===== config.mk =====
export PLATFORM = sky130hd
export DESIGN_NAME = text_console_ctrl_flat
export DESIGN_NICKNAME = d
export VERILOG_FILES = /design/src/rtl/text_console_ctrl_if.sv /design/src/rtl/text_console_ctrl.sv /design/src/flat_wrapper.sv
export SDC_FILE = /design/constraint.sdc
export NUM_CORES = 1
export LEC_CHECK = 0
export CORE_MARGIN = 2
export CORE_UTILIZATION = 62
export DETAILED_ROUTE_END_ITERATION = 8
export PLACE_DENSITY = 0.95
export SYNTH_ARGS = -nofsm -noshare
export SYNTH_HDL_FRONTEND = slang
export SYNTH_SLANG_ARGS = --single-unit
export TNS_END_PERCENT = 50

===== constraint.sdc =====
create_clock -name clk -period 6.11 [get_ports clk]
set_input_delay 1.833 -clock clk [delete_from_list [all_inputs] [get_ports clk]]
set_output_delay 1.833 -clock clk [all_outputs]
set_load 0.01 [all_outputs]

===== src/rtl/text_console_ctrl_if.sv =====
// rtl/text_console_ctrl_if.sv - command and video-memory bus of the text console controller
interface text_console_ctrl_if #(
    parameter int AW = 12
) ();
    logic          cmd_valid;
    logic          cmd_ready;
    logic [1:0]    cmd_op;
    logic [7:0]    cmd_char;
    logic [AW-1:0] vm_addr;
    logic [7:0]    vm_wdata;
    logic          vm_wren;
    logic [7:0]    vm_rdata;
    logic [6:0]    cursor_row;
    logic [6:0]    cursor_col;
    logic          busy;

    modport master (
        output cmd_valid, cmd_op, cmd_char, vm_rdata,
        input  cmd_ready, vm_addr, vm_wdata, vm_wren, cursor_row, cursor_col, busy
    );

    modport slave (
        input  cmd_valid, cmd_op, cmd_char, vm_rdata,
        output cmd_ready, vm_addr, vm_wdata, vm_wren, cursor_row, cursor_col, busy
    );
endinterface


===== src/rtl/text_console_ctrl.sv =====
// rtl/text_console_ctrl.sv - cursor keeper and sole sequencer of the character video memory port
module text_console_ctrl #(
    parameter int         COLS  = 70,
    parameter int         ROWS  = 30,
    parameter int         AW    = 12,
    parameter logic [7:0] BLANK = 8'h20
) (
    input  logic              clk,
    input  logic              rst,
    text_console_ctrl_if.slave bus
);
    typedef enum logic [2:0] {
        S_IDLE,
        S_WR,
        S_CLR,
        S_SC_RD,
        S_SC_WR,
        S_SC_FILL
    } state_t;

    localparam logic [1:0]    OP_PUT      = 2'd0;
    localparam logic [1:0]    OP_BKSP     = 2'd1;
    localparam logic [1:0]    OP_NEWLINE  = 2'd2;
    localparam logic [1:0]    OP_CLEAR    = 2'd3;
    localparam logic [6:0]    COL_MAX     = 7'(COLS - 1);
    localparam logic [6:0]    ROW_MAX     = 7'(ROWS - 1);
    localparam logic [AW-1:0] COLS_A      = AW'(COLS);
    localparam logic [AW-1:0] LAST_ADDR   = AW'(ROWS * COLS - 1);
    localparam logic [AW-1:0] SCROLL_LAST = AW'((ROWS - 1) * COLS - 1);
    localparam logic [AW-1:0] FILL_BASE   = AW'((ROWS - 1) * COLS);

    state_t        r_state, w_state_nx;
    logic [6:0]    r_row, w_row_nx;
    logic [6:0]    r_col, w_col_nx;
    logic [AW-1:0] r_addr, w_addr_nx;
    logic [7:0]    r_wdata, w_wdata_nx;
    logic          r_wren, w_wren_nx;
    logic [AW-1:0] r_idx, w_idx_nx;
    logic          r_scroll, w_scroll_nx;
    logic          r_ready;
    logic          r_busy;

    logic          w_accept;
    logic [AW-1:0] w_cur_addr;

    assign w_accept   = bus.cmd_valid & r_ready;
    assign w_cur_addr = AW'(r_row) * COLS_A + AW'(r_col);

    always_ff @(posedge clk or posedge rst) begin
        if (rst) begin
            r_state  <= S_IDLE;
            r_row    <= '0;
            r_col    <= '0;
            r_addr   <= '0;
            r_wdata  <= '0;
            r_wren   <= 1'b0;
            r_idx    <= '0;
            r_scroll <= 1'b0;
            r_ready  <= 1'b1;
            r_busy   <= 1'b0;
        end else begin
            r_state  <= w_state_nx;
            r_row    <= w_row_nx;
            r_col    <= w_col_nx;
            r_addr   <= w_addr_nx;
            r_wdata  <= w_wdata_nx;
            r_wren   <= w_wren_nx;
            r_idx    <= w_idx_nx;
            r_scroll <= w_scroll_nx;
            // Handshake and busy flags are registered copies of the next state.
            r_ready  <= (w_state_nx == S_IDLE);
            r_busy   <= (w_state_nx != S_IDLE);
        end
    end

    always_comb begin
        w_state_nx  = r_state;
        w_row_nx    = r_row;
        w_col_nx    = r_col;
        w_addr_nx   = r_addr;
        w_wdata_nx  = r_wdata;
        w_wren_nx   = 1'b0;
        w_idx_nx    = r_idx;
        w_scroll_nx = r_scroll;

        case (r_state)
            S_IDLE: begin
                if (w_accept) begin
                    case (bus.cmd_op)
                        OP_PUT: begin
                            w_state_nx = S_WR;
                            w_addr_nx  = w_cur_addr;
                            w_wdata_nx = bus.cmd_char;
                            w_wren_nx  = 1'b1;
                            if (r_col == COL_MAX) begin
                                w_col_nx = '0;
                                if (r_row == ROW_MAX) begin
                                    w_scroll_nx = 1'b1;
                                end else begin
                                    w_row_nx = r_row + 7'd1;
                                end
                            end else begin
                                w_col_nx = r_col + 7'd1;
                            end
                        end
                        OP_BKSP: begin
                            // Previous cell is always cur_addr-1, including the row wrap.
                            if (r_col != '0 || r_row != '0) begin
                                w_state_nx = S_WR;
                                w_addr_nx  = w_cur_addr - AW'(1);
                                w_wdata_nx = BLANK;
                                w_wren_nx  = 1'b1;
                                if (r_col != '0) begin
                                    w_col_nx = r_col - 7'd1;
                                end else begin
                                    w_row_nx = r_row - 7'd1;
                                    w_col_nx = COL_MAX;
                                end
                            end
                        end
                        OP_NEWLINE: begin
                            w_col_nx = '0;
                            if (r_row == ROW_MAX) begin
                                w_state_nx = S_SC_RD;
                                w_idx_nx   = '0;
                                w_addr_nx  = COLS_A;
                            end else begin
                                w_row_nx = r_row + 7'd1;
                            end
                        end
                        OP_CLEAR: begin
                            w_state_nx = S_CLR;
                            w_row_nx   = '0;
                            w_col_nx   = '0;
                            w_idx_nx   = '0;
                            w_addr_nx  = '0;
                            w_wdata_nx = BLANK;
                            w_wren_nx  = 1'b1;
                        end
                        default: ;
                    endcase
                end
            end
            S_WR: begin
                if (r_scroll) begin
                    w_state_nx  = S_SC_RD;
                    w_scroll_nx = 1'b0;
                    w_idx_nx    = '0;
                    w_addr_nx   = COLS_A;
                end else begin
                    w_state_nx = S_IDLE;
                end
            end
            S_CLR, S_SC_FILL: begin
                if (r_idx == LAST_ADDR) begin
                    w_state_nx = S_IDLE;
                end else begin
                    w_idx_nx   = r_idx + AW'(1);
                    w_addr_nx  = r_idx + AW'(1);
                    w_wdata_nx = BLANK;
                    w_wren_nx  = 1'b1;
                end
            end
            S_SC_RD: begin
                // The write-data register doubles as the capture of the row below.
                w_state_nx = S_SC_WR;
                w_addr_nx  = r_idx;
                w_wdata_nx = bus.vm_rdata;
                w_wren_nx  = 1'b1;
            end
            S_SC_WR: begin
                if (r_idx == SCROLL_LAST) begin
                    w_state_nx = S_SC_FILL;
                    w_idx_nx   = FILL_BASE;
                    w_addr_nx  = FILL_BASE;
                    w_wdata_nx = BLANK;
                    w_wren_nx  = 1'b1;
                end else begin
                    w_state_nx = S_SC_RD;
                    w_idx_nx   = r_idx + AW'(1);
                    w_addr_nx  = r_idx + AW'(1) + COLS_A;
                end
            end
            default: begin
                w_state_nx = S_IDLE;
            end
        endcase
    end

    assign bus.cmd_ready  = r_ready;
    assign bus.busy       = r_busy;
    assign bus.vm_addr    = r_addr;
    assign bus.vm_wdata   = r_wdata;
    assign bus.vm_wren    = r_wren;
    assign bus.cursor_row = r_row;
    assign bus.cursor_col = r_col;
endmodule


===== src/flat_wrapper.sv =====
// flat-port wrapper written by rule: the top's interface ports become plain ports
module text_console_ctrl_flat 
#(
    parameter int         COLS  = 70,
    parameter int         ROWS  = 30,
    parameter int         AW    = 12,
    parameter logic [7:0] BLANK = 8'h20
)
  (clk, rst, bus_cmd_valid, bus_cmd_op, bus_cmd_char, bus_vm_rdata, bus_cmd_ready, bus_vm_addr, bus_vm_wdata, bus_vm_wren, bus_cursor_row, bus_cursor_col, bus_busy);
  text_console_ctrl_if #(.AW(AW)) bus_i ();
  input  logic clk;
  input  logic rst;
  input wire logic [$bits(bus_i.cmd_valid)-1:0] bus_cmd_valid;
  input wire logic [$bits(bus_i.cmd_op)-1:0] bus_cmd_op;
  input wire logic [$bits(bus_i.cmd_char)-1:0] bus_cmd_char;
  input wire logic [$bits(bus_i.vm_rdata)-1:0] bus_vm_rdata;
  output wire logic [$bits(bus_i.cmd_ready)-1:0] bus_cmd_ready;
  output wire logic [$bits(bus_i.vm_addr)-1:0] bus_vm_addr;
  output wire logic [$bits(bus_i.vm_wdata)-1:0] bus_vm_wdata;
  output wire logic [$bits(bus_i.vm_wren)-1:0] bus_vm_wren;
  output wire logic [$bits(bus_i.cursor_row)-1:0] bus_cursor_row;
  output wire logic [$bits(bus_i.cursor_col)-1:0] bus_cursor_col;
  output wire logic [$bits(bus_i.busy)-1:0] bus_busy;
  assign bus_i.cmd_valid = bus_cmd_valid;
  assign bus_i.cmd_op = bus_cmd_op;
  assign bus_i.cmd_char = bus_cmd_char;
  assign bus_i.vm_rdata = bus_vm_rdata;
  assign bus_cmd_ready = bus_i.cmd_ready;
  assign bus_vm_addr = bus_i.vm_addr;
  assign bus_vm_wdata = bus_i.vm_wdata;
  assign bus_vm_wren = bus_i.vm_wren;
  assign bus_cursor_row = bus_i.cursor_row;
  assign bus_cursor_col = bus_i.cursor_col;
  assign bus_busy = bus_i.busy;
  text_console_ctrl #(.COLS(COLS), .ROWS(ROWS), .AW(AW), .BLANK(BLANK)) u_core (.clk(clk), .rst(rst), .bus(bus_i));
endmodule

Word-level counts from Yosys, hierarchy flattened
Cells that the tools add are included.
Storage, ports and cells
  register bits: 53
  input port bits: 21
  output and inout bits: 37
  word-level logic and storage cells: 114
Operators by class
  add/subtract/negate cells: 8
  multipliers: 1
  eq/ne operators: 26
  multiplexer cells: 48
  bitwise operators: 1
  reduce and logical (&&, ||, !) cells: 20
Operators by type and width (number)
  $mux 12: 10
  $pmux 12 s4: 2
  $pmux 12 s5: 1
  $mux 7: 7
  $mux 8: 4
  $pmux 8 s4: 1
  $pmux 7 s4: 1
  $pmux 12 s2: 1
  $pmux 8 s3: 1
  $pmux 7 s3: 1
  $reduce_and 6->1: 3
  $mux 3: 5
  $pmux 3 s5: 1
  $add 7x1->7 const B: 2
  $ne 2x1->1 const B: 7
  $reduce_bool 7->1: 2
  $sub 7x1->7 const B: 2
  $add 12x1->12 const B: 1
  $add 12x7->12: 1
  $add 12x7->12 const B: 1
  $eq 12x11->1 const B: 1
  $eq 12x12->1 const B: 1
  $pmux 3 s4: 1
  $sub 12x1->12 const B: 1
  other kinds (27): 46

Depth between registers and ports, before layout
Gate-level depths: netlist (run 1).
  depth in word-level cells: 7
  mapped depth: 16

Least setup slack after synthesis (run 1)
Ideal clock, no wire load.
  kind: flip-flop to flip-flop
  start: register u_core.r_row[2], in the netlist u_core.bus.cursor_row[2]
  end: register u_core.r_addr[6], in the netlist u_core.bus.vm_addr[6]
  data arrival time: 3.619 ns
  required time: 5.985 ns
  slack: 2.366 ns
  stages on the path, launching flop included: 17
  buffers on the path: 0
  period minus slack after synthesis: 3.744 ns
  cell sequence: dfrtp_1 inv_1 ha_1 ha_1 ha_1 inv_1 fa_1 inv_1 ha_1 o21a_1 o31ai_1 a21boi_0 or3_1 mux2_2 a221oi_1 nor2_1 mux2_2
Between the ends
  cells in the longest elaborated chain, start to end: 7
  elaborated cells between the ends (all ways): 13
Ends and longest elaborated chain
  start: declaration: line text_console_ctrl.sv:33  | logic [6:0] r_row, w_row_nx;
  start signal: assignment: line text_console_ctrl.sv:63  | r_row <= w_row_nx;
  $mul 7x6->11: line text_console_ctrl.sv:47  | assign w_cur_addr = AW'(r_row) * COLS_A + AW'(r_col);
  $add 12x7->12: line text_console_ctrl.sv:47
  $sub 12x1->12: line text_console_ctrl.sv:110  | w_addr_nx = w_cur_addr - AW'(1);
  $mux 12: line text_console_ctrl.sv:108  | if (r_col != '0 || r_row != '0) begin
  $pmux 12 s4: line text_console_ctrl.sv:89  | case (bus.cmd_op)
  $mux 12: line text_console_ctrl.sv:88  | if (w_accept) begin
  $pmux 12 s5: line text_console_ctrl.sv:86  | case (r_state)
  end signal: assignment: line text_console_ctrl.sv:65  | r_addr <= w_addr_nx;
  end: declaration: line text_console_ctrl.sv:35  | logic [AW-1:0] r_addr, w_addr_nx;
Parallel ways exist; a longest one is shown, timed or not. The select of a mux whose other input is x is not followed.
A chain may end at the register's enable or synchronous reset.

Worst setup path after layout (run 1)
  start: input port bus_cmd_op[1]
  end: register u_core.r_addr[2], in the netlist u_core.bus.vm_addr[2]
Between the ends
  cells in the longest elaborated chain, start to end: 4
  elaborated cells between the ends (all ways): 10
Ends and longest elaborated chain
  start: declaration: line flat_wrapper.sv:14  | input wire logic [$bits(bus_i.cmd_op)-1:0] bus_cmd_op;
  $eq 2x2->1, or another cell as far along: line text_console_ctrl.sv:89
  $pmux 12 s4: line text_console_ctrl.sv:89
  $mux 12: line text_console_ctrl.sv:88
  $pmux 12 s5: line text_console_ctrl.sv:86
Parallel ways exist; a longest one is shown, timed or not. The select of a mux whose other input is x is not followed.

==> results of run 1 <==
-- worst max-delay path, delay by kind of cell --
kind | cells | cell delay, ps
buffers and inverters | 3 | 740
and+or+nand+nor | 2 | 860
muxes | 1 | 390
AOI/OAI and AO/OA | 2 | 240
adders and majority gates | 1 | 630
-- logic make-up after synthesis --
kind of cell,Yosys count
buf+inv,74
compound gates,188
fa+ha+maj,54
flops,53
mux,7
simple gates,201
xor+xnor,40
-- routing by layer --
metal  global-route usage, %  wire length (microns)
met2                    51.7                   6320
met3                    2.90                    862
met5                       0                      0
met1                    42.6                   5720
met4                    8.57                    259
-- final timing paths --
path                                          startpoint                endpoint  slack, ps  cells after the start
min in group asynchronous                            rst         u_core.bus.busy       2130                      2
worst min-delay path              u_core.bus.vm_wdata[5]  u_core.bus.vm_wdata[5]        490                      1
worst min register to register    u_core.bus.vm_wdata[5]  u_core.bus.vm_wdata[5]        490                      1
worst max register to register  u_core.bus.cursor_row[2]   u_core.bus.vm_addr[9]       1790                     16
worst max-delay path                       bus_cmd_op[1]   u_core.bus.vm_addr[2]       1620                      9
max in group asynchronous                            rst  u_core.bus.vm_addr[11]       3280                      2
-- sequential cells by signal, summed over array words and instances, names as in the netlist --
signal	flops
u_core.bus.cursor_row	7
u_core.r_state	3
u_core.r_scroll	1
u_core.bus.cmd_ready	1
u_core.bus.vm_wdata	8
u_core.r_idx	12
u_core.bus.vm_addr	12
u_core.bus.cursor_col	7
u_core.bus.busy	1
u_core.bus.vm_wren	1
-- area by class of cell --
cell class / instances / area share, %
clock buffers: 5 / 1.23
multi-input cells: 490 / 59.5
inverters: 40 / 2.68
flip-flops and latches: 53 / 23.7
well taps: 102 / 2.28
clock inverters: 3 / 0.403
repair buffers: 57 / 10.2
-- power groups by stage --
stage	clock network (uW)	logic (uW)	registers (uW)
5_1_grt	225	2550	736
2_1_floorplan	0	1690	666
4_1_cts	210	2270	710
3_5_place_dp	0	2250	717
3_3_place_gp	0	2150	712
6_report	211	2300	718
-- stage by stage --
step,area [sq um],hold WS [ps],worst slack [ps],instances
floorplan,4970,513,2370,617
global placement,5500,464,1440,742
detailed placement,5500,470,1320,742
CTS,5600,493,1670,750
global route,5600,508,1400,750
finish,5600,495,1620,750
-- cell usage in the layout (no fill, tap or decap), types with 16 or more instances in the layout --
cell type,instances
o21ai_0,53
nor2_1,61
a21oi_1,44
xnor2_1,26
inv_1,38
ha_1,49
clkdlybuf4s50_1,57
nand2_1,51
dfrtp_1,52
nor3_1,16
==> run summary, run 1 <==
Status -> finished clean
Worst EP required -> 6320 ps
Worst hold path class -> reg2reg
Post-synth top area cell -> dfrtp_1
CP Capture Type -> flip-flop
CTS Buffer Depth -> 2
Most used cell, CP -> inv_1
DR vias -> 4,854
Setup violators final -> 0
Dominant combinational cell family by area after synthesis -> compound AO/OA/AOI/OAI gates
Post-Synth Adder-Cell Area -> 14.4%
Syn Inst Count -> 617
Synth top area cells -> dfrtp_1 26%, ha_1 12%, o21ai_0 5.3%, nor2_1 4.6%, xnor2_1 4.6%
Post-Syn Area -> 0.00497 sq mm
Reg clk slew, reported paths -> 100 ps
Sequential element share of the synthesized area -> 26.7%
Synth Flop Type -> dfrtp_1
Synthesis-stage register bit count -> 53
Die Ht -> 93.5 microns
GR Overflow Total -> 0
Worst-Margin Slew -> 1260 ps
Fmax -> 223 MHz
XOR/XNOR share of the synthesized area -> 7.33%
Top-count cell post-synth -> nor2_1
Max-Cap Viols -> 0
Sw Pwr -> 1650 uW
Core ar. -> 0.00773 sq mm
Peak supply drop -> 324 uV
Largest net degree at the start of global routing -> 54
PD cells -> 577 mW/mm^2
H-tree levels -> 2
DR WL/cell -> 17.5 microns
Number of global-route vias before repair -> 4,452
Post-synthesis simple-gate area fraction -> 19.7%
Syn. warnings -> 0
Power after layout -> 3230 uW
Seq pwr share -> 22.3%
Initial DRC count -> 451
Filler cells -> 585
Hold buffers post-CTS -> 0
Worst-path cell chain -> clkdlybuf4s50_1 -> inv_1 -> ha_1 -> inv_1 -> or3_4 -> a31oi_1 -> a21oi_1 -> and2_1 -> mux2_4
Post-route clock skew -> 8.98 ps
Largest stage delay, worst path -> 630 ps
Routability Congestion -> 0.993
Initial DRT Pass Iterations -> 5
Setup CP Type -> in2reg
Synth Area in Compound Gates -> 23.9%
Area of the multi-input gates -> 0.00333 sq mm
Die Footprint -> 0.00875 sq mm
Clock tree root buffer cell -> clkbuf_8
Sink Count -> 53
Most frequent cells after synthesis -> 61 x nor2_1, 53 x o21ai_0, 52 x dfrtp_1
Max_slew headroom -> 15.7%
CTS resizes -> 0
CP Max Fanout -> 22
Total GRT Usage -> 30.8%
Critical-path top delay cell -> ha_1
PortBufs -> 57
Max-slew violations -> 0
Share of the synthesized area in the top cell type -> 26.2%
Setup tns final -> 0 ps
Multiplexer share of the synthesized area -> 1.61%
# DRC -> 0
Final Hold Vio Count -> 0
Later-pin clock latency in the skew report -> 320 ps
Antenna violations before repair -> 0
Power share of the clock group -> 6.5%
FF/Latch Area -> 0.00133 sq mm
First-pass GRT wire length -> 22,000 microns
Final period util -> 73.5%
Comb pwr share -> 71.2%
HPWL after DPL -> 9980 microns
EDFF count, synth -> 0
Syn nets -> 692
Ys async rst share -> 100%
Die Span X -> 93.5 microns
Nets -> 722
Mapped Avg Cell Area -> 8.05 sq um
Startpoint types -> primary input
Net Sw Frac -> 51.2%
CP Data Arrival Time -> 4700 ps
Post-layout util -> 72.4%
Postcts setup bufs -> 0
RSZ-0062 raised after global routing -> no
Period minus WS final -> 4490 ps
Detailed Route WL -> 13,200 microns
Diodes inserted -> 0
Vias/cell -> 6.47
Final ANT Viol Nets -> 0
Starting Density -> 64.3%
Synth unique cells -> 68
CTS tree -> yes
P_leak -> 0.00242 uW
Internal power -> 1570 uW
Ports -> 58
Row count -> 32
Share of post-route cells with drive strength above 1 -> 3.70%
TritonCTS Buffers -> 5
Area grow syn2layout -> 12.6%
(Power assumes the default switching activity.)
==> run 2: changes to the inputs <==
- CORE_UTILIZATION: 62 -> 58
- PLACE_DENSITY: 0.95 -> 0.92
- clock period: 6.11 -> 4.4 ns (I/O delays scaled with it)
==> run 2 against run 1 <==
- worst setup slack got worse by 1400 ps
- non-clock buffer count rose by 6
- design area rose by 0.96%
- via count rose by 1.4%
- count of clock-buffer cells in the layout did not move
- first-iteration DRC count rose by 1.8%
- routed wire length rose by 3.3%
- critical path depth rose by 7
- worst hold slack got worse by 6.6 ps
- critical endpoint is now u_core.bus.vm_addr[6]
- largest cell class unchanged
==> run summary, run 2 (synthesis gave the netlist of run 1 again) <==
Worst R2R Start -> u_core.bus.cursor_row[2] (unchanged)
CP Data Arrival Time -> 4340 ps (was 4700 ps)
Total GRT Usage -> 30.7% (was 30.8%)
Row count -> 33 (was 32)
Final Hold Vio Count -> 0 (unchanged)
Placed cell areas -> 0.00555 sq mm (was 0.00550 sq mm)
Comb pwr share -> 71.5% (was 71.2%)
Reg clk slew, reported paths -> 110 ps (was 100 ps)
GR Overflow Total -> 0 (unchanged)
Worst Setup SP -> u_core.bus.cursor_row[2] (was bus_cmd_op[1])
Wl on met1 -> 5710 microns (was 5720 microns)
Net Sw Frac -> 51.5% (was 51.2%)
Diodes inserted -> 0 (unchanged)
Max-slew violations -> 0 (unchanged)
Final ANT Viol Nets -> 0 (unchanged)
Max-Cap Viols -> 0 (unchanged)
PortBufs -> 57 (unchanged)
Seq pwr share -> 22.0% (was 22.3%)
R2r setup slk -> 270 ps (was 1790 ps)
Met2 Wirelength -> 6480 microns (was 6320 microns)
RSZ-0062 raised after global routing -> no (unchanged)
Met3 WL post-DR -> 1040 microns (was 862 microns)
Power after layout -> 4540 uW (was 3230 uW)
Detailed Route WL -> 13,600 microns (was 13,200 microns)
Most common cell after layout, fill and taps aside -> nor2_1 (unchanged)
DR vias -> 4,924 (was 4,854)
Hold buffers post-CTS -> 0 (unchanged)
CP Capture Type -> flip-flop (unchanged)
Period minus WS final -> 4130 ps
Status -> finished clean (unchanged)
Power share of the clock group -> 6.5% (about the same)
Core ar. -> 0.00826 sq mm (was 0.00773 sq mm)
Max_slew headroom -> 17.4% (was 15.7%)
Initial DRC count -> 459 (was 451)
Later-pin clock latency in the skew report -> 320 ps (about the same)
Final period util -> 93.9%
Postcts setup bufs -> 0 (unchanged)
Post-route clock skew -> 8.05 ps (was 8.98 ps)
Ports -> 58 (unchanged)
Area of the multi-input gates -> 0.00333 sq mm (about the same)
Share of post-route cells with drive strength above 1 -> 4.74% (was 3.70%)
Area grow syn2layout -> 13.7% (was 12.6%)
Setup violators final -> 0 (unchanged)
WHS Path Cells -> 1 (unchanged)
Internal power -> 2210 uW (was 1570 uW)
Die Span X -> 96.6 microns (was 93.5 microns)
Worst EP required -> 4610 ps (was 6320 ps)
Fmax -> 242 MHz
H-tree levels -> 2 (unchanged)
Routability Congestion -> 0.977 (was 0.993)
R2R depth -> 16 (unchanged)
Peak supply drop -> 367 uV (was 324 uV)
CP Max Fanout -> 7 (was 22)
TritonCTS Buffers -> 5 (unchanged)
Clock tree root buffer cell -> clkbuf_8 (unchanged)
Reg-to-Reg End -> u_core.bus.vm_addr[6] (was u_core.bus.vm_addr[9])
CTS Buffer Depth -> 2 (unchanged)
Fin area -> 0.00565 sq mm (was 0.00560 sq mm)
Die Footprint -> 0.00932 sq mm (was 0.00875 sq mm)
CTS tree -> yes (unchanged)
DR WL/cell -> 17.9 microns (was 17.5 microns)
Fin Hold WS -> 488 ps (was 495 ps)
Worst-Margin Slew -> 1230 ps (was 1260 ps)
Most frequent cells in the layout -> 61 x nor2_1, 57 x clkdlybuf4s50_1, 53 x o21ai_0 (unchanged)
HPWL after DPL -> 10,400 microns (was 9980 microns)
# DRC -> 0 (unchanged)
Startpoint types -> flip-flop (was primary input)
First-pass GRT wire length -> 22,500 microns (was 22,000 microns)
Nets -> 728 (was 722)
Sw Pwr -> 2340 uW (was 1650 uW)
Vias/cell -> 6.49 (was 6.47)
Die Ht -> 96.6 microns (was 93.5 microns)
Worst hold path class -> reg2reg (unchanged)
Filler cells -> 673 (was 585)
Sink Count -> 53 (unchanged)
PD cells -> 804 mW/mm^2 (was 577 mW/mm^2)
FF/Latch Area -> 0.00133 sq mm (about the same)
Worst Setup EP -> u_core.bus.vm_addr[6] (was u_core.bus.vm_addr[2])
Initial DRT Pass Iterations -> 5 (unchanged)
Hold Crit Start -> u_core.bus.vm_wdata[5] (unchanged)
Setup tns final -> 0 ps (unchanged)
Top layer in use -> met4 (unchanged)
Antenna violations before repair -> 0 (unchanged)
Setup CP Type -> reg2reg (was in2reg)
Starting Density -> 60.2% (was 64.3%)
Number of global-route vias before repair -> 4,725 (was 4,452)
Largest net degree at the start of global routing -> 37 (was 54)
P_leak -> 0.00244 uW (was 0.00242 uW)
## run 2: worst min-delay path by stage
| stage | end |
|---|---|
| 3_5_place_dp | u_core.bus.vm_wdata[5] |
| 2_1_floorplan | u_core.bus.vm_wdata[0] |
| 5_1_grt | u_core.bus.vm_wdata[5] |
| 3_3_place_gp | u_core.bus.vm_wdata[5] |
| 4_1_cts | u_core.bus.vm_wdata[5] |
| 6_report | u_core.bus.vm_wdata[5] |
## run 2: power by group through the flow
stage / logic, uW / clock network (uW) / registers (uW)
final: 3250 / 295 / 1000
after global routing: 3600 / 325 / 1030
after CTS: 3190 / 300 / 984
after detailed placement: 3160 / 0 / 992
after global placement: 2990 / 0 / 974
after floorplan: 2350 / 0 / 925
## run 2: cell type report
cell class,instances,area share (%)
clock inverters,3,0.443
flip-flops and latches,53,23.5
repair buffers,63,10.9
clock buffers,5,1.22
inverters,40,2.66
well taps,105,2.33
multi-input cells,490,58.9
## run 2: critical path: stages, from the launching register on
cell      delay, ps
dfrtp_1         500
inv_1            80
ha_1            320
ha_1            290
ha_1            190
inv_1            70
fa_1            490
inv_1            50
ha_1            340
o21a_1          160
o31ai_1          90
a21boi_1        190
or3_1           410
mux2_2          270
a221oi_1        230
nor2_1           60
mux2_2          260
## run 2: routing by layer
metal | GRT usage (%) | up-vias
li1 | - | 2300
met1 | 41.5 | 2326
met2 | 50.5 | 256
met3 | 4.97 | 42
met4 | 9.86 | 0
met5 | 0 | -
## run 2: repair_timing
action,in CTS,in global routing
gates resized for setup,0,3
hold endpoints to repair,0,0
endpoints found under the setup margin,0,5
## run 2: stage by stage
step,setup WS (ps),instances,util (%)
final,268,759,68.4
after CTS,228,759,68.4
after global routing,15.8,759,68.4
after global placement,484,751,67.2
after detailed placement,287,751,67.2
after floorplan,656,617,-
